### src/rtl/adc_avg_filter_pkg.sv
// Shared types, width helper and parameter-legality checks for the ADC
// moving-average filter.
package adc_filt_pkg;

   // Control states: waiting for a sample, or running the divider.
   typedef enum logic {
      IDLE = 1'b0,
      DIV  = 1'b1
   } state_e;

   localparam int MIN_LOG2_DEPTH = 1;
   localparam int MAX_LOG2_DEPTH = 6;

   // Running-sum width: DEPTH samples of DATA_W bits can never overflow it.
   function automatic int sum_w(input int data_w, input int log2_depth);
      return data_w + log2_depth;
   endfunction

   // True when the window depth and divisor are within their legal ranges.
   function automatic bit cfg_legal(input int data_w, input int log2_depth,
                                    input longint divisor);
      return (log2_depth >= MIN_LOG2_DEPTH) && (log2_depth <= MAX_LOG2_DEPTH) &&
             (divisor >= 1) && (divisor <= ((64'(1) << data_w) - 1));
   endfunction

endpackage

### src/rtl/adc_avg_filter_seq_divider.sv
// Restoring divider by a constant: one quotient bit per cycle, MSB first.
// done is high in the final busy cycle, and quotient carries the finished
// result during that cycle so the caller can register it on the same edge.
module seq_divider
   import adc_filt_pkg::*;
#(
   parameter int WIDTH   = 16,
   parameter int DIVISOR = 65
) (
   input  logic             clk,
   input  logic             rst_n,
   input  logic             start,
   input  logic [WIDTH-1:0] dividend,
   output logic             busy,
   output logic             done,
   output logic [WIDTH-1:0] quotient
);

   localparam int                 CNT_W   = $clog2(WIDTH + 1);
   localparam logic [CNT_W-1:0]   LAST    = CNT_W'(WIDTH - 1);
   localparam logic [WIDTH:0]     DIV_EXT = (WIDTH + 1)'(DIVISOR);

   logic [WIDTH-1:0] rem_q, rem_d;
   logic [WIDTH-1:0] quo_q, quo_d;
   logic [CNT_W-1:0] cnt_q, cnt_d;
   logic             busy_q, busy_d;
   logic [WIDTH:0]   rem_shift;
   logic             q_bit;

   // Next-state: load on start, otherwise one shift/trial-subtract step.
   // NOTE: every signal assigned here gets a default first, so no path can
   // leave it unassigned and infer a latch.
   always_comb begin
      rem_d     = rem_q;
      quo_d     = quo_q;
      cnt_d     = cnt_q;
      busy_d    = busy_q;
      q_bit     = 1'b0;
      rem_shift = {rem_q, quo_q[WIDTH-1]};
      if (start && !busy_q) begin
         rem_d  = '0;
         quo_d  = dividend;
         cnt_d  = '0;
         busy_d = 1'b1;
      end else if (busy_q) begin
         q_bit = (rem_shift >= DIV_EXT);
         rem_d = q_bit ? WIDTH'(rem_shift - DIV_EXT) : WIDTH'(rem_shift);
         quo_d = {quo_q[WIDTH-2:0], q_bit};
         if (cnt_q == LAST) begin
            busy_d = 1'b0;
         end else begin
            cnt_d = cnt_q + CNT_W'(1);
         end
      end
   end

   // State registers with synchronous active-low reset.
   // NOTE: sequential state uses non-blocking assignments so every register
   // samples pre-edge values regardless of statement order.
   always_ff @(posedge clk) begin
      if (!rst_n) begin
         rem_q  <= '0;
         quo_q  <= '0;
         cnt_q  <= '0;
         busy_q <= 1'b0;
      end else begin
         rem_q  <= rem_d;
         quo_q  <= quo_d;
         cnt_q  <= cnt_d;
         busy_q <= busy_d;
      end
   end

   assign busy     = busy_q;
   assign done     = busy_q && (cnt_q == LAST);
   assign quotient = quo_d;

endmodule

### src/rtl/adc_avg_filter.sv
// Moving-average ADC filter: accepts samples over a valid/ready handshake,
// keeps a running window sum, divides (sum >> LOG2_DEPTH) by DIVISOR and
// reports the result with a one-cycle valid pulse.
module adc_avg_filter
   import adc_filt_pkg::*;
#(
   parameter int DATA_W     = 16,
   parameter int LOG2_DEPTH = 3,
   parameter int DIVISOR    = 65
) (
   input  logic              clk,
   input  logic              rst_n,
   input  logic              in_valid,
   input  logic [DATA_W-1:0] in_data,
   output logic              in_ready,
   output logic              out_valid,
   output logic [DATA_W-1:0] out_data,
   output logic              out_primed,
   output logic              overrun
);

   localparam int                  DEPTH    = 1 << LOG2_DEPTH;
   localparam int                  SUM_W    = sum_w(DATA_W, LOG2_DEPTH);
   localparam int                  CNT_W    = LOG2_DEPTH + 1;
   localparam logic [CNT_W-1:0]    DEPTH_C  = CNT_W'(DEPTH);
   localparam logic [CNT_W-1:0]    DEPTH_M1 = CNT_W'(DEPTH - 1);

   if (!cfg_legal(DATA_W, LOG2_DEPTH, DIVISOR)) begin : g_bad_cfg
      $error("adc_avg_filter: LOG2_DEPTH or DIVISOR out of range");
   end

   state_e                  state_q, state_d;
   logic [SUM_W-1:0]        sum_q, sum_d;
   logic [DATA_W-1:0]       win_q [DEPTH];
   logic [LOG2_DEPTH-1:0]   wr_ptr_q, wr_ptr_d;
   logic [CNT_W-1:0]        count_q, count_d;
   logic                    primed_q, primed_d;
   logic                    overrun_q, overrun_d;
   logic                    out_valid_q;
   logic [DATA_W-1:0]       out_data_q, out_data_d;

   logic                    accept;
   logic [SUM_W-1:0]        new_sum;
   logic                    div_busy, div_done;
   logic [DATA_W-1:0]       div_quotient;

   // The oldest sample leaves the window as the new one enters.
   assign new_sum = sum_q + SUM_W'(in_data) - SUM_W'(win_q[wr_ptr_q]);

   // Handshake FSM plus next-state for sum, pointer, fill count and flags.
   always_comb begin
      state_d   = state_q;
      sum_d     = sum_q;
      wr_ptr_d  = wr_ptr_q;
      count_d   = count_q;
      primed_d  = primed_q;
      in_ready  = 1'b0;
      accept    = 1'b0;
      unique case (state_q)
         IDLE: begin
            in_ready = 1'b1;
            if (in_valid) begin
               accept   = 1'b1;
               state_d  = DIV;
               sum_d    = new_sum;
               wr_ptr_d = wr_ptr_q + LOG2_DEPTH'(1);
               if (count_q != DEPTH_C) count_d = count_q + CNT_W'(1);
               if (count_q == DEPTH_M1) primed_d = 1'b1;
            end
         end
         DIV: begin
            if (div_done) state_d = IDLE;
         end
         default: state_d = IDLE;
      endcase
      overrun_d  = overrun_q | (in_valid & ~in_ready);
      out_data_d = div_done ? div_quotient : out_data_q;
   end

   // Control and result registers.
   always_ff @(posedge clk) begin
      if (!rst_n) begin
         state_q     <= IDLE;
         sum_q       <= '0;
         wr_ptr_q    <= '0;
         count_q     <= '0;
         primed_q    <= 1'b0;
         overrun_q   <= 1'b0;
         out_valid_q <= 1'b0;
         out_data_q  <= '0;
      end else begin
         state_q     <= state_d;
         sum_q       <= sum_d;
         wr_ptr_q    <= wr_ptr_d;
         count_q     <= count_d;
         primed_q    <= primed_d;
         overrun_q   <= overrun_d;
         out_valid_q <= div_done;
         out_data_q  <= out_data_d;
      end
   end

   // Sample window: the slot being overwritten is the one subtracted above.
   // NOTE: the window is cleared on reset because the running sum assumes
   // unfilled slots hold zero; this keeps it in flops rather than RAM.
   always_ff @(posedge clk) begin
      if (!rst_n) begin
         for (int i = 0; i < DEPTH; i++) win_q[i] <= '0;
      end else if (accept) begin
         win_q[wr_ptr_q] <= in_data;
      end
   end

   seq_divider #(
      .WIDTH   (DATA_W),
      .DIVISOR (DIVISOR)
   ) u_div (
      .clk      (clk),
      .rst_n    (rst_n),
      .start    (accept),
      .dividend (new_sum[SUM_W-1:LOG2_DEPTH]),
      .busy     (div_busy),
      .done     (div_done),
      .quotient (div_quotient)
   );

   // The divider runs exactly while the FSM sits in DIV.
   a_busy_matches_state: assert property (@(posedge clk) disable iff (!rst_n)
      (state_q == DIV) == div_busy);

   assign out_valid  = out_valid_q;
   assign out_data   = out_data_q;
   assign out_primed = primed_q;
   assign overrun    = overrun_q;

endmodule

### config.mk
export PLATFORM = sky130hd
export DESIGN_NAME = adc_avg_filter
export DESIGN_NICKNAME = d
export VERILOG_FILES = /design/src/rtl/adc_avg_filter_pkg.sv /design/src/rtl/adc_avg_filter_seq_divider.sv /design/src/rtl/adc_avg_filter.sv
export SDC_FILE = /design/constraint.sdc
export NUM_CORES = 1
export LEC_CHECK = 0
export BUFFER_PORTS_ARGS = -buffer_cell sky130_fd_sc_hd__clkbuf_2
export CAP_MARGIN = 20
export CELL_PAD_IN_SITES_DETAIL_PLACEMENT = 0
export CELL_PAD_IN_SITES_GLOBAL_PLACEMENT = 1
export CORE_AREA = 10 10 153 155
export CTS_BUF_LIST = sky130_fd_sc_hd__clkbuf_16
export CTS_CLUSTER_DIAMETER = 50
export DETAILED_ROUTE_END_ITERATION = 8
export DIE_AREA = 0 0 163 165
export GPL_TIMING_DRIVEN = 0
export PLACE_DENSITY = 0.84
export REMOVE_ABC_BUFFERS = 1
export SYNTH_ARGS = -nofsm -noshare
export SYNTH_HDL_FRONTEND = slang
export SYNTH_SLANG_ARGS = --single-unit
export TNS_END_PERCENT = 50
### constraint.sdc
create_clock -name clk -period 7.35 [get_ports clk]
set_input_delay 0.735 -clock clk [delete_from_list [all_inputs] [get_ports clk]]
set_output_delay 0.735 -clock clk [all_outputs]
set_load 0.01 [all_outputs]
==> reports/qor.yml, run 1 <==
status: "finished clean"
multi_input_area_um2: 4830
drv_cap: 0
io_pins: 39
cts_root_buffer: "clkbuf_16"
drtIter0Drc: 720
postRouteAntennaNets: 0
grt_pass1_vias: 7366
syn_inst: 982
ys_seq_area_frac: 0.515
grt_pass1_wl_um: 40200
crit_chain: "buf_12 > mux4_2 > mux2_2 > fa_1 > inv_1 > ha_1 > and3_1 > and2_1 > a21boi_0 > o21ai_0 > a211oi_1 > o41ai_1"
synth_area_um2: 10800
fmax_mhz: 215
critPathArrivalTime_ns: 5.05
routed_wl_um: 25000
ys_warn_count: 0
clk_pin_slew_ns: 0.06
ys_seq_elements: 215
core-area_um2: 20200
setup_violations: 0
path_class: "register to register"
die_w_um: 163
insertion_delay_ns: 0.54
layout-drive-gt1-share: 0.158
cts_tree: "done"
diodes: 0
power_leakage_uw: 0.00469
die_y_um: 165
clkSinkCount: 215
path_buf_inv: 2
slew_headroom: 0.240
postSynthAreaPerCell_um2: 11.0
viasPerCell: 5.82
track_usage: 0.187
dp_hpwl_um: 16500
finalNonFillerCells: 1295
synth_cell_types: 61
rsz0062_at_grt: "no"
rows: 52
start_util: 0.538
power_density_nw_per_um2: 320
final_nets: 1065
place_congestion: 0.797
post-route-period-util: 0.634
dieArea_um2: 26900
cp-start-kind: "register"
drv_slew: 0
hold_viol: 0
timing.final.crit_period_ns: 4.66
ys.flop_type: "edfxtp_1"
crit_family: "compound AO/OA/AOI/OAI gates"
area_delta_synth_final_pct: 13.1
cpPeakStageDelay_ns: 0.64
nFillCells: 1679
dp.cells: 1245
cts_hold_buffers: 0
crit_path_top_delay_cell: "dfxtp_2"
portBuffers: 38
ir_drop_uv: 201
post_cts_resized: 0
grt_start_max_net_pins: 49
cp_max_fo: 20
tightestPinTransition_ns: 1.14
cts_buffer_depth: 3
antenna_found_initial: 0
wl_per_cell_um: 19.3
cts_buffers: 27
end_kind: "register"
synth_edf_count: 128
final-seq-area_um2: 5590
drc: 0
h-tree-depth: 1
drtPass1Iterations: 5
async_reset_ff_frac: 0
fin_skew_ns: 0.0284
grt-ovfl-total: 0
post_cts_buffers: 0
crit_required_ns: 7.74
hold_path_class: "register to register"
vias: 7532
hold_ws_ns: 0.452
[worst paths after layout]
check / from / endpoint / slack, ns / cells past startpoint
max: register / u_div.quo_q[8] / 2.69 / 12
min: out_data[3] / out_data[3] / 0.45 / 2
max reg2reg: register / u_div.quo_q[8] / 2.69 / 12
min reg2reg: out_data[3] / out_data[3] / 0.45 / 2
[synthesized netlist by cell type, types with 6 or more instances]
cell type  count  area [um^2]
a31oi_1        9         56.3
buf_1         10         37.5
inv_1         68          255
nand3_1        7         35.0
and3_1         6         37.5
a21oi_1       70          350
clkbuf_1      46          173
and2_1        93          582
nor3_1        34          170
edfxtp_1     128         3840
a211oi_1      21          158
nor4_1        32          200
mux2i_1        8         80.1
nor2_1        54          203
a21o_1         8         60.1
nand2b_1      11         68.8
xor2_1        12          105
o21ai_0       31          155
dfxtp_1       87         1740
fa_1          16          320
xnor2_1       14          123
nand2_1       73          274
mux4_2        32          721
ha_1          26          325
mux2_2        16          180
[final cells by class]
type,instances,share of cell area
timing repair buffer,51,0.0315
clock inverter,22,0.0137
multi-input combinational,641,0.394
clock buffer,28,0.0571
inverter,68,0.0208
tap,270,0.0275
sequential,215,0.456
[kinds of logic (layout without fill, tap and decap cells)]
family          after synthesis  after routing  synth area share
fa+ha+maj                    42             42            0.0595
mux                          56             56            0.0904
buf+inv                     126            169            0.0438
xor+xnor                     26             26            0.0210
flops                       215            215             0.515
compound gates              171            171            0.0986
simple gates                346            346             0.172
[through the flow]
step                power, uW  utilization  worst slack (ns)  setup TNS [ns]  cell area (um^2)
floorplan                2380            -              2.56               0             10600
global placement         2640        0.553            -0.528          -31.82             11200
detailed placement       2670        0.565              2.56               0             11400
CTS                      3940        0.608              2.65               0             12300
global route             4160        0.608              2.31               0             12300
finish                   3920        0.608              2.69               0             12300
[layout by cell type (no fill, tap or decap), drive strengths merged, types with 5 or more instances in the layout]
master and instances:
nor2 54, clkinv 7, mux2 16, a31oi 9, dfxtp 87, mux4 32, nand4 5, nand3 7
nor3 34, or3 6, ha 26, nand2b 11, a211oi 21, xor2 12, clkbuf 66, a21oi 70
o21ai 31, mux2i 8, nor4 32, and2 93, nand2 73, buf 13, fa 16, a21o 8
inv 80, and3 6, edfxtp 128, xnor2 14, nand3b 5
[state kept, by name (all words and copies together) (netlist names), named ones only]
| name | cells |
|---|---|
| count_q | 4 |
| out_data | 16 |
| out_primed | 1 |
| out_valid | 1 |
| overrun | 1 |
| state_q | 1 |
| sum_q | 19 |
| u_div.busy | 1 |
| u_div.cnt_q | 5 |
| u_div.quo_q | 16 |
| u_div.rem_q | 16 |
| win_q | 128 |
| wr_ptr_q | 3 |
[report_power, final]
part           internal (uW)  total, uW  leakage (uW)  switching (uW)
combinational            496       1170       0.00220             670
clock                    761       1270      0.000456             505
sequential              1390       1490       0.00204            96.5
[per-layer routing]
layer  GRT usage  vias up  share of wire
met5           0        -              0
met2       0.302      243           0.48
met3      0.0276       39          0.062
li1            -     3589              -
met1       0.259     3661           0.44
met4      0.0471        0          0.018
[worst reg2reg max path, cell delays in order (launching register included)]
cell	delay [ns]
dfxtp_2	0.64
buf_12	0.28
mux4_2	0.53
mux2_2	0.31
fa_1	0.48
inv_1	0.04
ha_1	0.37
and3_1	0.27
and2_1	0.16
a21boi_0	0.54
o21ai_0	0.24
a211oi_1	0.49
o41ai_1	0.15
Note: power is estimated with default switching activity, not from simulation.
==> run 2, diff against run 1 <==
--- a/config.mk
+++ b/config.mk
@@ -9,13 +9,13 @@
 export CAP_MARGIN = 20
 export CELL_PAD_IN_SITES_DETAIL_PLACEMENT = 0
 export CELL_PAD_IN_SITES_GLOBAL_PLACEMENT = 1
-export CORE_AREA = 10 10 153 155
+export CORE_AREA = 10 10 159 161
 export CTS_BUF_LIST = sky130_fd_sc_hd__clkbuf_16
 export CTS_CLUSTER_DIAMETER = 50
 export DETAILED_ROUTE_END_ITERATION = 8
-export DIE_AREA = 0 0 163 165
+export DIE_AREA = 0 0 169 171
 export GPL_TIMING_DRIVEN = 0
-export PLACE_DENSITY = 0.84
+export PLACE_DENSITY = 0.78
 export REMOVE_ABC_BUFFERS = 1
 export SYNTH_ARGS = -nofsm -noshare
 export SYNTH_HDL_FRONTEND = slang
==> constraint.sdc (replaced) <==
create_clock -name clk -period 4.5 [get_ports clk]
set_input_delay 0.45 -clock clk [delete_from_list [all_inputs] [get_ports clk]]
set_output_delay 0.45 -clock clk [all_outputs]
set_load 0.01 [all_outputs]
==> reports/qor.yml, run 2 (synthesis gave the netlist of run 1 again) <==
slew_headroom: 0.225
fin_skew_ns: 0.0213
area_delta_synth_final_pct: 13.5
tns_ns: 0
setup_violations: 0
insertion_delay_ns: 0.54
path_class: "register to register"
rows: 55
crit_required_ns: 4.95
place_area_um2: 11400
place_congestion: 0.816
routed_wl_um: 25100
vias: 7446
dieArea_um2: 28900
core-area_um2: 22200
viasPerCell: 5.68
tightestPinTransition_ns: 1.16
cts_root_buffer: "clkbuf_16"
r2r_cells: 10
timing.final.crit_period_ns: 4.26
cts_tree: "done"
post-route-period-util: 0.946
rr_endpoint: "sum_q[15]"
drv_slew: 0
h-tree-depth: 1
cp-start-kind: "register"
fmax_mhz: 235
final_common_cell: "edfxtp_1"
cp_max_fo: 32
rrSetupSlack_ns: 0.24
layout-drive-gt1-share: 0.170
holdPathEnd: "overrun"
power_density_nw_per_um2: 524
hold_viol: 0
die_y_um: 171
dp.cells: 1261
die_w_um: 169
min_path_cells: 3
start_util: 0.488
ir_drop_uv: 360
cpPeakStageDelay_ns: 0.92
antenna_found_initial: 0
clk_pin_slew_ns: 0.06
post_cts_buffers: 0
rsz0062_at_grt: "no"
grt_pass1_wl_um: 40900
crit_chain: "mux4_2 > mux2_2 > fa_1 > inv_1 > ha_1 > nand2_1 > nor4_1 > o21ai_0 > a211o_1 > a31oi_1"
status: "finished clean"
drv_cap: 0
final_nets: 1066
drtIter0Drc: 656
drc: 0
top_regs: "win_q x128, sum_q x19"
largest_reg_flops: 128
final_area_um2: 12300
crit_path_top_delay_cell: "dfxtp_2"
final_cell_mix: "128 x edfxtp_1, 93 x and2_1, 84 x dfxtp_1"
end_kind: "register"
wl_per_cell_um: 19.1
cts_buffer_depth: 3
grt_start_max_net_pins: 49
grt_pass1_vias: 7534
portBuffers: 38
finalNonFillerCells: 1311
io_pins: 39
track_usage: 0.174
diodes: 0
hold_path_class: "input pin to register"
postRouteAntennaNets: 0
cts_buffers: 27
critPathArrivalTime_ns: 4.71
grt-ovfl-total: 0
min_from: "in_valid"
top_register: "win_q"
clkSinkCount: 215
drtPass1Iterations: 5
power_leakage_uw: 0.00469
nFillCells: 1908
dp_hpwl_um: 16500
[run 2: cell types whose count changed in the layout (fill, tap and decap cells not counted), moves of 3 or more]
cell,delta
clkinv_4,-3
clkinv_2,+3
inv_1,-4
inv_2,+4
[run 2: where the power goes]
part           internal, uW  switching [uW]
logic                   820            1120
clock network          1220             857
registers              2270             159
total                  4310            2140
[run 2: critical path: cells and delay by family, from the launching register on]
kind	cells	cell delay [ns]
compound gates	3	0.83
fa+ha+maj	2	0.89
buf+inv	1	0.04
flops	1	0.92
mux	2	0.73
simple gates	2	0.75
[run 2: metrics by stage]
stage	worst slack [ns]	hold WS [ns]	power (uW)	utilization
global placement	-3.22	0.444	4330	0.503
global route	0.0120	0.181	6860	0.554
CTS	0.00641	0.162	6470	0.552
finish	0.244	0.177	6450	0.554
detailed placement	-0.274	0.446	4370	0.513
floorplan	-0.289	0.436	3890	-
[run 2: routing by layer]
| layer | wire, um | GRT usage | vias to the layer above | part of all wire |
|---|---|---|---|---|
| met3 | 1380 | 0.0298 | 44 | 0.055 |
| met2 | 11700 | 0.276 | 188 | 0.47 |
| met4 | 590 | 0.0492 | 0 | 0.024 |
| met1 | 11400 | 0.241 | 3623 | 0.46 |
| li1 | - | - | 3591 | - |
| met5 | 0 | 0 | - | 0 |
[run 2: layout make-up]
type	instances	area, um^2	area share
timing repair buffer	52	378	0.0307
multi-input combinational	641	4860	0.395
clock buffer	27	676	0.0549
clock inverter	23	190	0.0155
inverter	68	255	0.0207
sequential	215	5590	0.454
tap	285	357	0.0290
[run 2: how the worst max path moves through the flow]
stage / endpoint / slack, ns / depth (start not counted)
2_1_floorplan: u_div.quo_q[11] / -0.29 / 11
3_3_place_gp: win_q[2][14] / -3.22 / 5
3_5_place_dp: u_div.quo_q[8] / -0.27 / 12
4_1_cts: win_q[0][2] / 0.006 / 5
5_1_grt: u_div.quo_q[15] / 0.01 / 11
6_report: sum_q[15] / 0.24 / 10
[run 2: timing repair]
item / 4_1_cts / 5_1_grt
cloned: 0 / 0
resized for setup: 2 / 7
setup endpoints to repair: 7 / 21
hold buffers: 0 / 0
==> run 3, diff against run 2 <==
--- a/config.mk
+++ b/config.mk
@@ -6,11 +6,10 @@
 export NUM_CORES = 1
 export LEC_CHECK = 0
 export BUFFER_PORTS_ARGS = -buffer_cell sky130_fd_sc_hd__clkbuf_2
-export CAP_MARGIN = 20
+export CAP_MARGIN = 5
 export CELL_PAD_IN_SITES_DETAIL_PLACEMENT = 0
 export CELL_PAD_IN_SITES_GLOBAL_PLACEMENT = 1
 export CORE_AREA = 10 10 159 161
-export CTS_BUF_LIST = sky130_fd_sc_hd__clkbuf_16
 export CTS_CLUSTER_DIAMETER = 50
 export DETAILED_ROUTE_END_ITERATION = 8
 export DIE_AREA = 0 0 169 171
==> reports/qor.yml, run 3 (synthesis gave the netlist of run 1 again) <==
crit_path_start: "state_q"
drv_cap: 0
drtPass1Iterations: 5
drtIter0Drc: 626
dp_hpwl_um: 16400
io_pins: 39
cts_tree: "done"
critPathArrivalTime_ns: 4.35
path_class: "register to register"
grt_pass1_wl_um: 40600
grt-ovfl-total: 0
top_register: "win_q"
top_usage_layer: "met2"
cts_buffer_depth: 3
hold_viol: 0
finalNonFillerCells: 1307
cts_hold_buffers: 0
postRouteAntennaNets: 0
cts_buffers: 27
crit_required_ns: 4.64
core-area_um2: 22200
insertion_delay_ns: 0.53
power_leakage_uw: 0.00463
final_common_cell: "edfxtp_1"
clk_pin_slew_ns: 0.06
min_from: "in_valid"
rows: 55
top_regs: "win_q x128, sum_q x19"
fmax_mhz: 238
die_y_um: 171
diodes: 0
drv_slew: 0
clkSinkCount: 215
place_congestion: 0.816
ir_drop_uv: 354
hold_ws_ns: 0.195
met1_usage: 0.243
end_kind: "register"
vias: 7505
viasPerCell: 5.74
h-tree-depth: 1
post-route-period-util: 0.935
portBuffers: 38
cp-start-kind: "register"
setup_violations: 0
cpPeakStageDelay_ns: 0.85
rrSetupSlack_ns: 0.29
dp.cells: 1259
drc: 0
crit_chain: "nor2b_2 > nand2_1 > nor4_4 > buf_4 > nand2b_1"
layout-drive-gt1-share: 0.169
crit_path_top_delay_cell: "nand2b_1"
grt_start_max_net_pins: 49
start_util: 0.488
r2r-start: "state_q"
die_w_um: 169
status: "finished clean"
routed_wl_um: 24900
final_nets: 1064
dieArea_um2: 28900
area_delta_synth_final_pct: 13.1
timing.final.crit_period_ns: 4.21
antenna_found_initial: 0
grt_util_met3: 0.0264
fin_skew_ns: 0.0128
final_cell_mix: "128 x edfxtp_1, 93 x and2_1, 84 x dfxtp_1"
track_usage: 0.173
wl_per_cell_um: 19.0
largest_reg_flops: 128
tightestPinTransition_ns: 1.31
cp_max_fo: 20
rsz0062_at_grt: "no"
cts_root_buffer: "clkbuf_16"
slew_headroom: 0.125
grt_pass1_vias: 7464
hold_path_class: "input pin to register"
met2_usage: 0.275
power_density_nw_per_um2: 525
==> run 3: cell types whose count changed in the layout (fill, tap and decap cells not counted), sizes merged <==
cell | previous run | this run
buf | 14 | 12
clkbuf | 65 | 67
clkinv | 5 | 8
clkinvlp | 2 | 4
inv | 82 | 73
==> run 3: per-layer routing <==
metal	up-vias	routed length, um	share of wire
met5	-	0	0
met4	0	452	0.018
met3	31	1250	0.050
met2	200	11600	0.47
met1	3682	11600	0.46
li1	3592	-	-
==> run 3: repair_timing <==
item / CTS / global route
buffers inserted: 0 / 0
gates resized for setup: 6 / 6
endpoints found under the setup margin: 40 / 20
gates cloned: 0 / 0
==> run 3: metrics by stage <==
stage                     setup WS, ns  area [um^2]  TNS [ns]   util  total power [uW]
after floorplan                 -0.289        10600     -1.39      -              3890
after global placement           -3.22        11200   -527.90  0.503              4330
after detailed placement        -0.608        11400    -21.17  0.511              4370
after CTS                       0.0659        12200         0  0.551              6460
after global routing            0.0286        12300         0  0.552              6850
final                            0.294        12300         0  0.552              6430
==> run 3: final cells by class <==
type                       count  area [um^2]
clock buffer                  29          683
tap                          285          357
timing repair buffer          50          335
multi-input combinational    641         4870
sequential                   215         5590
inverter                      68          255
fill                        1919         9960
clock inverter                19          174
==> run 3: worst paths after layout <==
kind | to | cells after the start
setup reg to reg | win_q[0][2] | 5
setup / recovery | win_q[0][2] | 5
hold reg to reg | out_data[4] | 2
hold / removal | overrun | 3
==> run 3: critical path, delay by kind of cell (launching register included) <==
family | cells | cell delay (ns)
and+or+nand+nor | 4 | 3.15
DFF | 1 | 0.34
buffers and inverters | 1 | 0.31
==> run 3: power breakdown <==
part | internal, uW | switching [uW]
logic | 819 | 1120
registers | 2270 | 159
clock network | 1220 | 842
total | 4310 | 2120
